--- src/rtl/esp32_boot_sequencer.sv ---
// ESP32 reset/bootloader strap sequencer.
// Drives active-low DTR/RTS-equivalent lines into the usual DTR/RTS-to-EN/IO0
// transistor decoder. A sequence pulls EN low, optionally holds IO0 low while
// EN rises (bootloader entry), and then releases both lines for a settle time.
// The lines never both go low, because the decoder treats 00 like 11.
// Optional feature macro: ESP32_SEQ_ABORT_EN adds an abort input that cuts a
// RESET or BOOT phase short and jumps straight to RELEASE.
module esp32_boot_sequencer #(
    parameter int unsigned C_reset_cycles  = 250000,
    parameter int unsigned C_boot_cycles   = 1250000,
    parameter int unsigned C_settle_cycles = 25000,
    parameter int unsigned C_cnt_bits      = 24
) (
    input  logic clk_25mhz,
    input  logic reset,
    input  logic start,
    input  logic mode,
`ifdef ESP32_SEQ_ABORT_EN
    input  logic abort,
`endif
    output logic ndtr,
    output logic nrts,
    output logic busy,
    output logic done
);

    typedef enum logic [1:0] {
        StIdle,
        StReset,
        StBoot,
        StRelease
    } state_e;

    // Terminal counter values: each phase counts 0..C-1.
    localparam logic [C_cnt_bits-1:0] ResetLast  = C_cnt_bits'(C_reset_cycles - 1);
    localparam logic [C_cnt_bits-1:0] BootLast   = C_cnt_bits'(C_boot_cycles - 1);
    localparam logic [C_cnt_bits-1:0] SettleLast = C_cnt_bits'(C_settle_cycles - 1);

    state_e                state_q;
    logic [C_cnt_bits-1:0] cnt_q;
    logic                  mode_q;
    logic                  ndtr_q;
    logic                  nrts_q;
    logic                  busy_q;
    logic                  done_q;

    // Sequencer FSM: state, phase counter and registered line outputs together.
    always_ff @(posedge clk_25mhz) begin
        if (reset) begin
            state_q <= StIdle;
            cnt_q   <= '0;
            mode_q  <= 1'b0;
            ndtr_q  <= 1'b1;
            nrts_q  <= 1'b1;
            busy_q  <= 1'b0;
            done_q  <= 1'b0;
        end else begin
            done_q <= 1'b0;
            case (state_q)
                StIdle: begin
                    if (start) begin
                        // EN low, IO0 high
                        state_q <= StReset;
                        cnt_q   <= '0;
                        mode_q  <= mode;
                        ndtr_q  <= 1'b1;
                        nrts_q  <= 1'b0;
                        busy_q  <= 1'b1;
                    end
                end
                StReset: begin
                    if (cnt_q == ResetLast) begin
                        cnt_q <= '0;
                        if (mode_q) begin
                            // Both bits flip together so 00 is never presented.
                            state_q <= StBoot;
                            ndtr_q  <= 1'b0;
                            nrts_q  <= 1'b1;
                        end else begin
                            state_q <= StRelease;
                            ndtr_q  <= 1'b1;
                            nrts_q  <= 1'b1;
                        end
                    end else begin
                        cnt_q <= cnt_q + 1'b1;
                    end
                end
                StBoot: begin
                    if (cnt_q == BootLast) begin
                        state_q <= StRelease;
                        cnt_q   <= '0;
                        ndtr_q  <= 1'b1;
                        nrts_q  <= 1'b1;
                    end else begin
                        cnt_q <= cnt_q + 1'b1;
                    end
                end
                StRelease: begin
                    if (cnt_q == SettleLast) begin
                        state_q <= StIdle;
                        cnt_q   <= '0;
                        busy_q  <= 1'b0;
                        done_q  <= 1'b1;
                    end else begin
                        cnt_q <= cnt_q + 1'b1;
                    end
                end
                default: begin
                    state_q <= StIdle;
                    cnt_q   <= '0;
                    ndtr_q  <= 1'b1;
                    nrts_q  <= 1'b1;
                    busy_q  <= 1'b0;
                end
            endcase
`ifdef ESP32_SEQ_ABORT_EN
            // Abort overrides the phase logic above; settle and done still follow.
            if (abort && (state_q == StReset || state_q == StBoot)) begin
                state_q <= StRelease;
                cnt_q   <= '0;
                ndtr_q  <= 1'b1;
                nrts_q  <= 1'b1;
            end
`endif
        end
    end

    assign ndtr = ndtr_q;
    assign nrts = nrts_q;
    assign busy = busy_q;
    assign done = done_q;

endmodule

--- config.mk ---
export PLATFORM = sky130hd
export DESIGN_NAME = esp32_boot_sequencer
export DESIGN_NICKNAME = d
export VERILOG_FILES = /design/src/rtl/esp32_boot_sequencer.sv
export SDC_FILE = /design/constraint.sdc
export NUM_CORES = 1
export LEC_CHECK = 0
export BUFFER_PORTS_ARGS = -buffer_cell sky130_fd_sc_hd__buf_2
export CAP_MARGIN = 20
export CELL_PAD_IN_SITES_DETAIL_PLACEMENT = 0
export CELL_PAD_IN_SITES_GLOBAL_PLACEMENT = 1
export CORE_ASPECT_RATIO = 1.5
export CORE_UTILIZATION = 46
export CTS_CLUSTER_DIAMETER = 30
export CTS_CLUSTER_SIZE = 16
export DETAILED_ROUTE_END_ITERATION = 8
export HOLD_SLACK_MARGIN = 0.06
export PLACE_DENSITY = 0.91
export SLEW_MARGIN = 20
export SYNTH_ARGS = -nofsm -noshare
export SYNTH_HDL_FRONTEND = slang
export SYNTH_SLANG_ARGS = --single-unit
--- constraint.sdc ---
create_clock -name clk_25mhz -period 2.7 [get_ports clk_25mhz]
set_input_delay 0.27 -clock clk_25mhz [delete_from_list [all_inputs] [get_ports clk_25mhz]]
set_output_delay 0.27 -clock clk_25mhz [all_outputs]
set_load 0.02 [all_outputs]
; After elaboration in Yosys (flattened, before gate mapping)
; Cells that the tools add are included.
; W data, S select, Z words.
[totals]
reg_bits = 31
inputBits = 4
out_inout_bits = 4
word_cells = 49
[classes]
addsub = 1
n_eq_ne = 10
mux = 22
bitwise = 1
n_reduce_logical = 8
[ops]
columns = cell, count
row1 = $mux W24, 4
row2 = $pmux W24 S4, 1
row3 = $add A24 B1 Y24 const B, 1
row4 = $eq A24 B15 Y1 const B, 1
row5 = $eq A24 B18 Y1 const B, 1
row6 = $eq A24 B21 Y1 const B, 1
row7 = $mux W1, 9
row8 = $mux W2, 4
row9 = $ne A2 B2 Y1 const B, 4
row10 = $pmux W2 S4, 1
row11 = $reduce_and A4 Y1, 2
row12 = $pmux W1 S3, 2
row13 = $eq A2 B2 Y1 const B, 2
row14 = $reduce_and A3 Y1, 1
row15 = $reduce_bool A3 Y1, 1
row16 = $eq A2 B1 Y1 const B, 1
row17 = $logic_not A2 Y1, 1
row18 = $pmux W1 S2, 1
row19 = $reduce_and A2 Y1, 1
row20 = $reduce_bool A2 Y1, 1
row21 = $reduce_or A2 Y1, 1
row22 = $not A1 Y1, 1

; Longest topological paths before layout
; Gate-level depths: netlist of the first run.
[depth]
ltp_word = 3
ltp_mapped = 9

; Least setup slack after synthesis of the first run
; Ideal clock, no wire load.
[synth_path]
path_type = register to register
startpoint = register cnt_q[0]
endpoint = register cnt_q[3]
t_arrival_ns = 1.983
setup_slack_ns = 0.600
path_stages_with_launch = 9
period_less_slack_ns = 2.100
cell_sequence = dfxtp_1 -> ha_1 -> nor4bb_1 -> nand3_1 -> o21ai_0 -> a311oi_2 -> buf_6 -> a21o_1 -> a22o_1
[synth_between]
elab_chain_len = 3
[synth_lines]
columns = element, line
row1 = from (decl), 40  ; logic [C_cnt_bits-1:0] cnt_q;
row2 = from (signal assigned), 85  ; cnt_q <= cnt_q + 1'b1;
row3 = from (signal assigned), 95  ; cnt_q <= cnt_q + 1'b1;
row4 = from (signal assigned), 105  ; cnt_q <= cnt_q + 1'b1;
row5 = "$add A24 B1 Y24, or another cell as far along", "85, 95, 105"
row6 = $mux W24 (on tied branches), "99, 72, 89"
row7 = $pmux W24 S4 *, 59  ; case (state_q)
; Every way passes the cells marked *; elsewhere a longest branch is shown, timed or not.
; A chain may end at the register's enable or synchronous reset.

; Worst setup path after layout of the first run
[layout_path]
startpoint = register cnt_q[0]
endpoint = register state_q[0]
[layout_between]
elab_chain_len = 3
[layout_lines]
columns = element, line
row1 = "$eq A24 B15 Y1, or another cell as far along", 99  ; if (cnt_q == SettleLast) begin
row2 = $ne A2 B2 Y1 (no source line), --
row3 = $reduce_and A4 Y1 (no source line) *, --
row4 = to (signal assigned), 90  ; state_q <= StRelease;
row5 = to (signal assigned), 100  ; state_q <= StIdle;
row6 = to (signal assigned), 109  ; state_q <= StIdle;
row7 = to (decl), 39  ; state_e state_q;
; Marks and branches as above.

==> Implementation_results.wiki, run 1 <==
{| class="wikitable"
! Metric !! Value
|-
| Leakage power || approximately 0.00073 µW
|-
| Pin count of the biggest net entering global routing || 18
|-
| Root Driver || sky130_fd_sc_hd__clkbuf_8
|-
| Endpoints failing hold || 0
|-
| Largest cells by area after synthesis || sky130_fd_sc_hd__dfxtp_1, sky130_fd_sc_hd__nand3_1, sky130_fd_sc_hd__nand2_1
|-
| Compound-Gate Fraction of Synth Area || 20.8%
|-
| Total I/O pin count || 8
|-
| Remaining number of nets flagged by the antenna check after routing || 0
|-
| Detailed placement HPWL || 3380 µm
|-
| Share of cell area taken by muxes after synthesis || 3.23%
|-
| Final routed DRC violation total || 0
|-
| Proportion of layout cells with a drive suffix above 1 || between 10% and 20%
|-
| Nets || between 200 and 300
|-
| Synth-to-Final Area Change || 12.2%
|-
| Register clock-pin slew on the reported worst setup and hold paths || 0.06 ns
|-
| Master of the slowest instance on the critical path || sky130_fd_sc_hd__o41ai_4
|-
| Crit path cell chain || ha_1 > nand3_1 > o41ai_4 > nand4_1 > a2111oi_0 > a211oi_1
|-
| Antenna diode count || 0
|-
| Number of setup violations in the final report || 0
|-
| Area of the core region || 3920 µm²
|-
| Clock share of power || 26.7%
|-
| Number of gates resized after cts || 0
|-
| Mapped cell area || ~1900 µm²
|-
| Sink count of the clock tree || 31
|-
| Arrival time reported for the critical path endpoint || 2.62 ns
|-
| Headroom to the max-slew limit || 53.4%
|-
| Worst slack after detailed placement || between 0.2 and 0.25 ns
|-
| Min cycle time layout || 2.46 ns
|-
| Count of synthesis-stage warnings from yosys || 0
|-
| Number of max-slew violations in the final report || 0
|-
| Number of buffers and inverters on the critical path || 0
|-
| 1st-iter DRT viols || 46
|-
| Final critical-path share of the clock period || about nine tenths
|-
| Highest clock frequency the design can meet || 0.406 GHz
|-
| Clock tree from TritonCTS || built
|-
| Area enclosed by the die boundary || ~4300 µm²
|-
| Wire length of the first global-routing pass || 7420 µm
|-
| Top cell family by delay on the critical path || compound AO/OA/AOI/OAI gates
|-
| Buffers inserted during post-CTS setup optimization || 0
|-
| Sequential cell area fraction in the yosys report || 33.3%
|-
| Vias || roughly 1700
|-
| Port Buffer Count || 7
|-
| Type of element capturing the critical path || flop
|-
| Placed Instances || 283
|-
| Number of vias per cell || 5.94
|-
| Proportion of netlist area held by the largest area contributor || 33.3%
|-
| Mapped Nets || 239
|-
| Synth Area in Adders || 4.03%
|-
| Simple-gate share of the synthesized area || 33.2%
|-
| Wire length per cell || between 15 and 20 µm
|-
| Total of flip-flops plus latches after synthesis || 31
|-
| Dominant combinational cell family by area after synthesis || simple AND/OR/NAND/NOR gates
|-
| Number of flops mapped to enable cells by yosys || 0
|-
| Clock insertion delay at the later pin of the skew report || ~0.28 ns
|-
| Combinational cell fraction of total power || 39.1%
|-
| Number of buffers added by the clock tree synthesis step || 5
|-
| Vias in the first global route || 1607
|-
| Htree depth || 2
|-
| Die outline width || 53.9 µm
|-
| Total power per unit cell area || 724 nW/µm²
|-
| CP max stage delay || around 0.55 ns
|-
| Psw || 544 µW
|-
| Starting Density || ~47%
|-
| Netlist cell types || 47
|-
| Run status || finished, final reports clean
|-
| Number of cells produced by synthesis || between 200 and 250
|-
| Total congestion overflow || 0
|-
| Xor/xnor share of the synthesized area || 0%
|-
| Worst hold-check path type || in -> reg
|-
| Net switching fraction of the power || 36.0%
|-
| Worst vdd ir || around 0.65 mV
|-
| Reg power frac || 34.2%
|-
| Max-cap check violation count || 0
|-
| Clock Skew || between 0.002 and 0.003 ns
|-
| Worst setup margin || approximately 0.24 ns
|-
| Gp weighted congestion || around 0.87
|-
| Data required time of the worst path || 2.85 ns
|-
| GRT Resource Usage Total || 23.9%
|-
| Unrepaired setup endpoints after global routing || no
|-
| Syn avg cell area || 8.13 µm²
|-
| Number of antenna violations at the first check in global routing || 0
|-
| Cell type with the highest aggregate area in the netlist || sky130_fd_sc_hd__dfxtp_1
|-
| Critical path class || reg -> reg
|-
| Num rows || 28
|-
| Primary flip-flop cell chosen by synthesis mapping || sky130_fd_sc_hd__dfxtp_1
|-
| Most common library cell in the layout ignoring fill and taps || sky130_fd_sc_hd__dfxtp_1
|-
| Number of buffers on the longest clock path || 2
|-
| Hold-fix buffers at CTS || 0
|-
| Number of standard cells in the final layout excluding fillers || around 290
|-
| Pre-Repair DR Iteration Count || 4
|-
| Transition at the pin with the smallest max-transition slack || 0.700 ns
|-
| Share of synthesized registers carrying an async set or reset || 0%
|-
| Aggregate routed wire length || about 4400 µm
|-
| Critical Path Source Type || flop
|-
| Leading cell types in the layout, fill and taps excluded || sky130_fd_sc_hd__dfxtp_1, sky130_fd_sc_hd__nand2_1, sky130_fd_sc_hd__nand3_1, sky130_fd_sc_hd__nor2_1, sky130_fd_sc_hd__a21oi_1
|-
| Int Pwr || 968 µW
|-
| Highest net fanout along the worst path || 6
|-
| Final sum of negative setup slack || 0 ns
|-
| Y dimension of the die || 79.9 µm
|}
## power groups by stage
stage,logic (µW),clock network [µW],registers [µW]
2_1_floorplan,411,0,533
3_3_place_gp,583,0,527
3_5_place_dp,590,0,527
4_1_cts,592,414,517
5_1_grt,659,432,522
6_report,591,404,517
## final timing paths
path	slack [ns]	to	from	cells past startpoint
hold / removal	0.23	mode_q	mode	3
setup / recovery	0.24	state_q[0]	cnt_q[0]	6
hold reg to reg	0.46	nrts	nrts	1
setup reg to reg	0.24	state_q[0]	cnt_q[0]	6
## tightest hold or removal path: stages
cell	delay [ns]
sky130_fd_sc_hd__buf_2	0.10
sky130_fd_sc_hd__nand3_1	0.05
sky130_fd_sc_hd__a21oi_1	0.05
## per-layer routing
metal / vias to the layer above / share of wire, % / global-route usage (%)
met5: - / 0 / 0
met3: 13 / 2.8 / 4.76
met2: 33 / 53 / 40.1
met1: 813 / 41 / 26.6
met4: 0 / 3.8 / 13.9
li1: 870 / - / -
## stage by stage
step / utilization, % / cell area [µm²] / power, µW / hold WS (ns)
floorplan: - / 1860 / 944 / 0.417
global placement: 50.7 / 1990 / 1110 / 0.442
detailed placement: 50.7 / 1990 / 1120 / 0.444
CTS: 53.2 / 2090 / 1520 / 0.231
global route: 53.2 / 2090 / 1610 / 0.245
finish: 53.2 / 2090 / 1510 / 0.231
## cell families (layout without fill, tap and decap cells)
kind of cell               count (synthesis)  count (layout)
and+or+nand+nor                          111             111
AOI/OAI and AO/OA                         55              55
DFF                                       31              31
buffers and inverters                     20              37
adders and majority gates                  6               6
muxes                                      6               6
## final cells by class
cell class                      instances  area, µm²
Fill cell                             369       1840
Multi-Input combinational cell        178       1150
Sequential cell                        31        621
Timing Repair Buffer                   18        118
Clock buffer                            8        100
Tap cell                               45       56.3
Inverter                               11       41.3
## synthesized netlist by cell type, drive strengths merged, types with 2 or more instances
library cell  instances
a21o                  4
a21oi                17
a22o                  4
a31oi                 4
a41oi                 2
and2                  2
buf                   4
clkbuf                5
dfxtp                31
ha                    6
inv                  11
mux2i                 6
nand2                28
nand2b                5
nand3                23
nand4                 7
nand4b                2
nor2                 21
nor3                  6
nor4                  3
nor4b                 3
nor4bb                3
o21ai                14
o41ai                 2
or2                   2
or4                   2
## state kept, by name, indices dropped and copies added, names as in the netlist
register,flops
cnt_q,24
nrts,1
state_q,2
done,1
busy,1
mode_q,1
ndtr,1
Note: power is estimated with default switching activity, not from simulation.
==> inputs of run 2 (changes only) <==
==> constraint.sdc (replaced) <==
create_clock -name clk_25mhz -period 2.65 [get_ports clk_25mhz]
set_input_delay 0.265 -clock clk_25mhz [delete_from_list [all_inputs] [get_ports clk_25mhz]]
set_output_delay 0.265 -clock clk_25mhz [all_outputs]
set_load 0.02 [all_outputs]
==> run 2 against run 1 <==
Effect of this change: first-iteration DRC count up 33%; via count up 1.4%; global-route usage up 1.1 points; hold slack worse by 0.0069 ns; worst setup slack worse by 0.047 ns; sequential power up 1%; maximum frequency up 0.10%; clock-buffer cell count down 1; power down 1.8%; critical path depth up 3; largest cell class unchanged.
==> Implementation_results.wiki, run 2 (synthesized netlist as in run 1, its figures left out) <==
{| class="wikitable"
! Metric !! Value
|-
| Number of max-slew violations in the final report || 0 (unchanged)
|-
| Min cycle time layout || 2.46 ns (-0.00258 ns)
|-
| Clock insertion delay at the later pin of the skew report || 0.29 ns (about the same)
|-
| Clock tree from TritonCTS || built
|-
| Overall Power || 1480 µW (-1.8%)
|-
| Max-cap check violation count || 0 (unchanged)
|-
| Met1 Track Usage GR || 25.9% (-0.75 points)
|-
| Hold-fix buffers at CTS || 0 (unchanged)
|-
| Register clock-pin slew on the reported worst setup and hold paths || 0.07 ns (about the same)
|-
| 1st-iter DRT viols || 61 (+33%)
|-
| Num rows || 28 (unchanged)
|-
| Met3 Resource Use GR || 5.52% (+0.76 points)
|-
| Top cell family by delay on the critical path || compound AO/OA/AOI/OAI gates
|-
| Number of buffers added by the clock tree synthesis step || 5 (unchanged)
|-
| Run status || finished, final reports clean
|-
| Detailed placement HPWL || 3400 µm (+0.75%)
|-
| Type of element capturing the critical path || flop
|-
| Vias in the first global route || 1657 (+3.1%)
|-
| Number of flip-flops in the largest register || 24 (unchanged)
|-
| Unrepaired setup endpoints after global routing || no
|-
| Proportion of layout cells with a drive suffix above 1 || 14.6% (unchanged)
|-
| Total power per unit cell area || 715 nW/µm² (-1.2%)
|-
| Clock Skew || 0.00533 ns (+0.00242 ns)
|-
| Net switching fraction of the power || 37.5% (+1.5 points)
|-
| Register bank with the most flops || cnt_q
|-
| Y dimension of the die || 79.9 µm (unchanged)
|-
| Master of the slowest instance on the critical path || sky130_fd_sc_hd__a311oi_4
|-
| Arrival time reported for the critical path endpoint || 2.68 ns (+0.06 ns)
|-
| Worst vdd ir || 0.792 mV (+22%)
|-
| Antenna diode count || 0 (unchanged)
|-
| Gp weighted congestion || 0.852 (-1.7%)
|-
| Endpoints failing hold || 0 (unchanged)
|-
| Die outline width || 53.9 µm (unchanged)
|-
| Remaining number of nets flagged by the antenna check after routing || 0 (unchanged)
|-
| Cell count of the worst hold path || 3 (unchanged)
|-
| Total congestion overflow || 0 (unchanged)
|-
| Number of buffers on the longest clock path || 2 (unchanged)
|-
| GRT Resource Usage Total || 25.0% (+1.1 points)
|-
| Depth of the most critical reg-to-reg path || 9 (+3)
|-
| Aggregate routed wire length || 4620 µm (+4.1%)
|-
| Vias || 1754 (+1.4%)
|-
| Nets || 255 (unchanged)
|-
| Clock share of power || 24.5% (-2.2 points)
|-
| Crit path cell chain || ha_1 > nor4bb_2 > nand3_1 > o21ai_0 > buf_4 > a311oi_4 > buf_4 > nand3_1 > mux2i_1
|-
| Root Driver || sky130_fd_sc_hd__clkbuf_8
|-
| Number of buffers and inverters on the critical path || 2 (+2)
|-
| Htree depth || 2 (unchanged)
|-
| Global route hottest layer || met2
|-
| Number of setup violations in the final report || 0 (unchanged)
|-
| Reg power frac || 35.3% (+1.1 points)
|-
| Pin count of the biggest net entering global routing || 18 (unchanged)
|-
| Area enclosed by the die boundary || 4310 µm² (unchanged)
|-
| Final routed DRC violation total || 0 (unchanged)
|-
| Number of stages on the worst setup path || 9 (+3)
|-
| Critical Path Source Type || flop
|-
| Leading cell types in the layout, fill and taps excluded || sky130_fd_sc_hd__dfxtp_1, sky130_fd_sc_hd__nand2_1, sky130_fd_sc_hd__nand3_1, sky130_fd_sc_hd__nor2_1, sky130_fd_sc_hd__a21oi_1
|-
| Number of antenna violations at the first check in global routing || 0 (unchanged)
|-
| CP max stage delay || 0.63 ns (+0.08 ns)
|-
| Synth-to-Final Area Change || 11.5%
|-
| Port Buffer Count || 7 (unchanged)
|-
| Starting Density || 47.4% (unchanged)
|-
| Transition at the pin with the smallest max-transition slack || 0.721 ns (+0.0216 ns)
|-
| Leakage power || 0.000726 µW (-1.2%)
|-
| Leading registers by flop count || cnt_q: 24 flops, state_q: 2 flops
|-
| Critical path class || reg -> reg
|-
| Sink count of the clock tree || 31 (unchanged)
|-
| Wire length of the first global-routing pass || 7760 µm (+4.6%)
|-
| Total I/O pin count || 8 (unchanged)
|-
| Worst hold-check path type || in -> reg
|-
| Pre-Repair DR Iteration Count || 4 (unchanged)
|-
| Int Pwr || 928 µW (-4.1%)
|-
| Final critical-path share of the clock period || 92.9% (+1.6 points)
|-
| Final sum of negative setup slack || 0 ns (unchanged)
|-
| Worst Hold Slack || 0.224 ns (-0.00691 ns)
|-
| Wire length per cell || 15.9 µm (+4.1%)
|-
| Final core utilization || 52.9% (-0.32 points)
|-
| Highest clock frequency the design can meet || 0.406 GHz (+0.10%)
|-
| Met2 Use GR || 44.7% (+4.6 points)
|-
| Area of the core region || 3920 µm² (unchanged)
|-
| Headroom to the max-slew limit || 51.8% (-1.5 points)
|-
| Number of vias per cell || 6.03 (+1.4%)
|-
| Combinational cell fraction of total power || 40.2% (+1.1 points)
|-
| Most common library cell in the layout ignoring fill and taps || sky130_fd_sc_hd__dfxtp_1
|-
| Highest net fanout along the worst path || 17 (+11)
|-
| Psw || 556 µW (+2.3%)
|-
| Data required time of the worst path || 2.87 ns (+0.02 ns)
|}
## run 2: power by group through the flow
stage	sequential [µW]	combinational (µW)	clock [µW]
final	524	597	363
after global routing	529	657	388
after CTS	525	590	364
after detailed placement	535	588	0
after global placement	535	581	0
after floorplan	543	419	0
## run 2: through the flow
stage | instances | setup WS, ns | cell area (µm²)
after floorplan | 229 | 0.550 | 1860
after global placement | 282 | 0.295 | 1980
after detailed placement | 282 | 0.215 | 1980
after CTS | 290 | 0.171 | 2060
after global routing | 291 | 0.0309 | 2080
final | 291 | 0.188 | 2080
## run 2: layout make-up
cell class / instances / area [µm²]
repair buffers: 18 / 118
clock inverters: 1 / 5.00
flip-flops and latches: 31 / 621
multi-input cells: 178 / 1160
clock buffers: 7 / 76.3
well taps: 45 / 56.3
inverters: 11 / 41.3
fillers: 405 / 1850
## run 2: tightest hold or removal path: stages
cell	delay (ns)
sky130_fd_sc_hd__buf_2	0.09
sky130_fd_sc_hd__nand3_1	0.05
sky130_fd_sc_hd__a21oi_1	0.05
## run 2: path summary, 6_finish.rpt
kind,slack (ns),startpoint,endpoint
hold / removal,0.22,mode,mode_q
setup / recovery,0.19,cnt_q[0],cnt_q[14]
hold reg to reg,0.46,nrts,nrts
setup reg to reg,0.19,cnt_q[0],cnt_q[14]
## run 2: repair_timing
action                                  in CTS  in global routing
setup buffers                                0                  1
endpoints found under the setup margin       0                  1
resized for setup                            0                  1
## run 2: routing by layer
metal,vias up,wire length (µm)
li1,869,-
met1,840,1820
met2,34,2530
met3,11,141
met4,0,125
met5,-,0
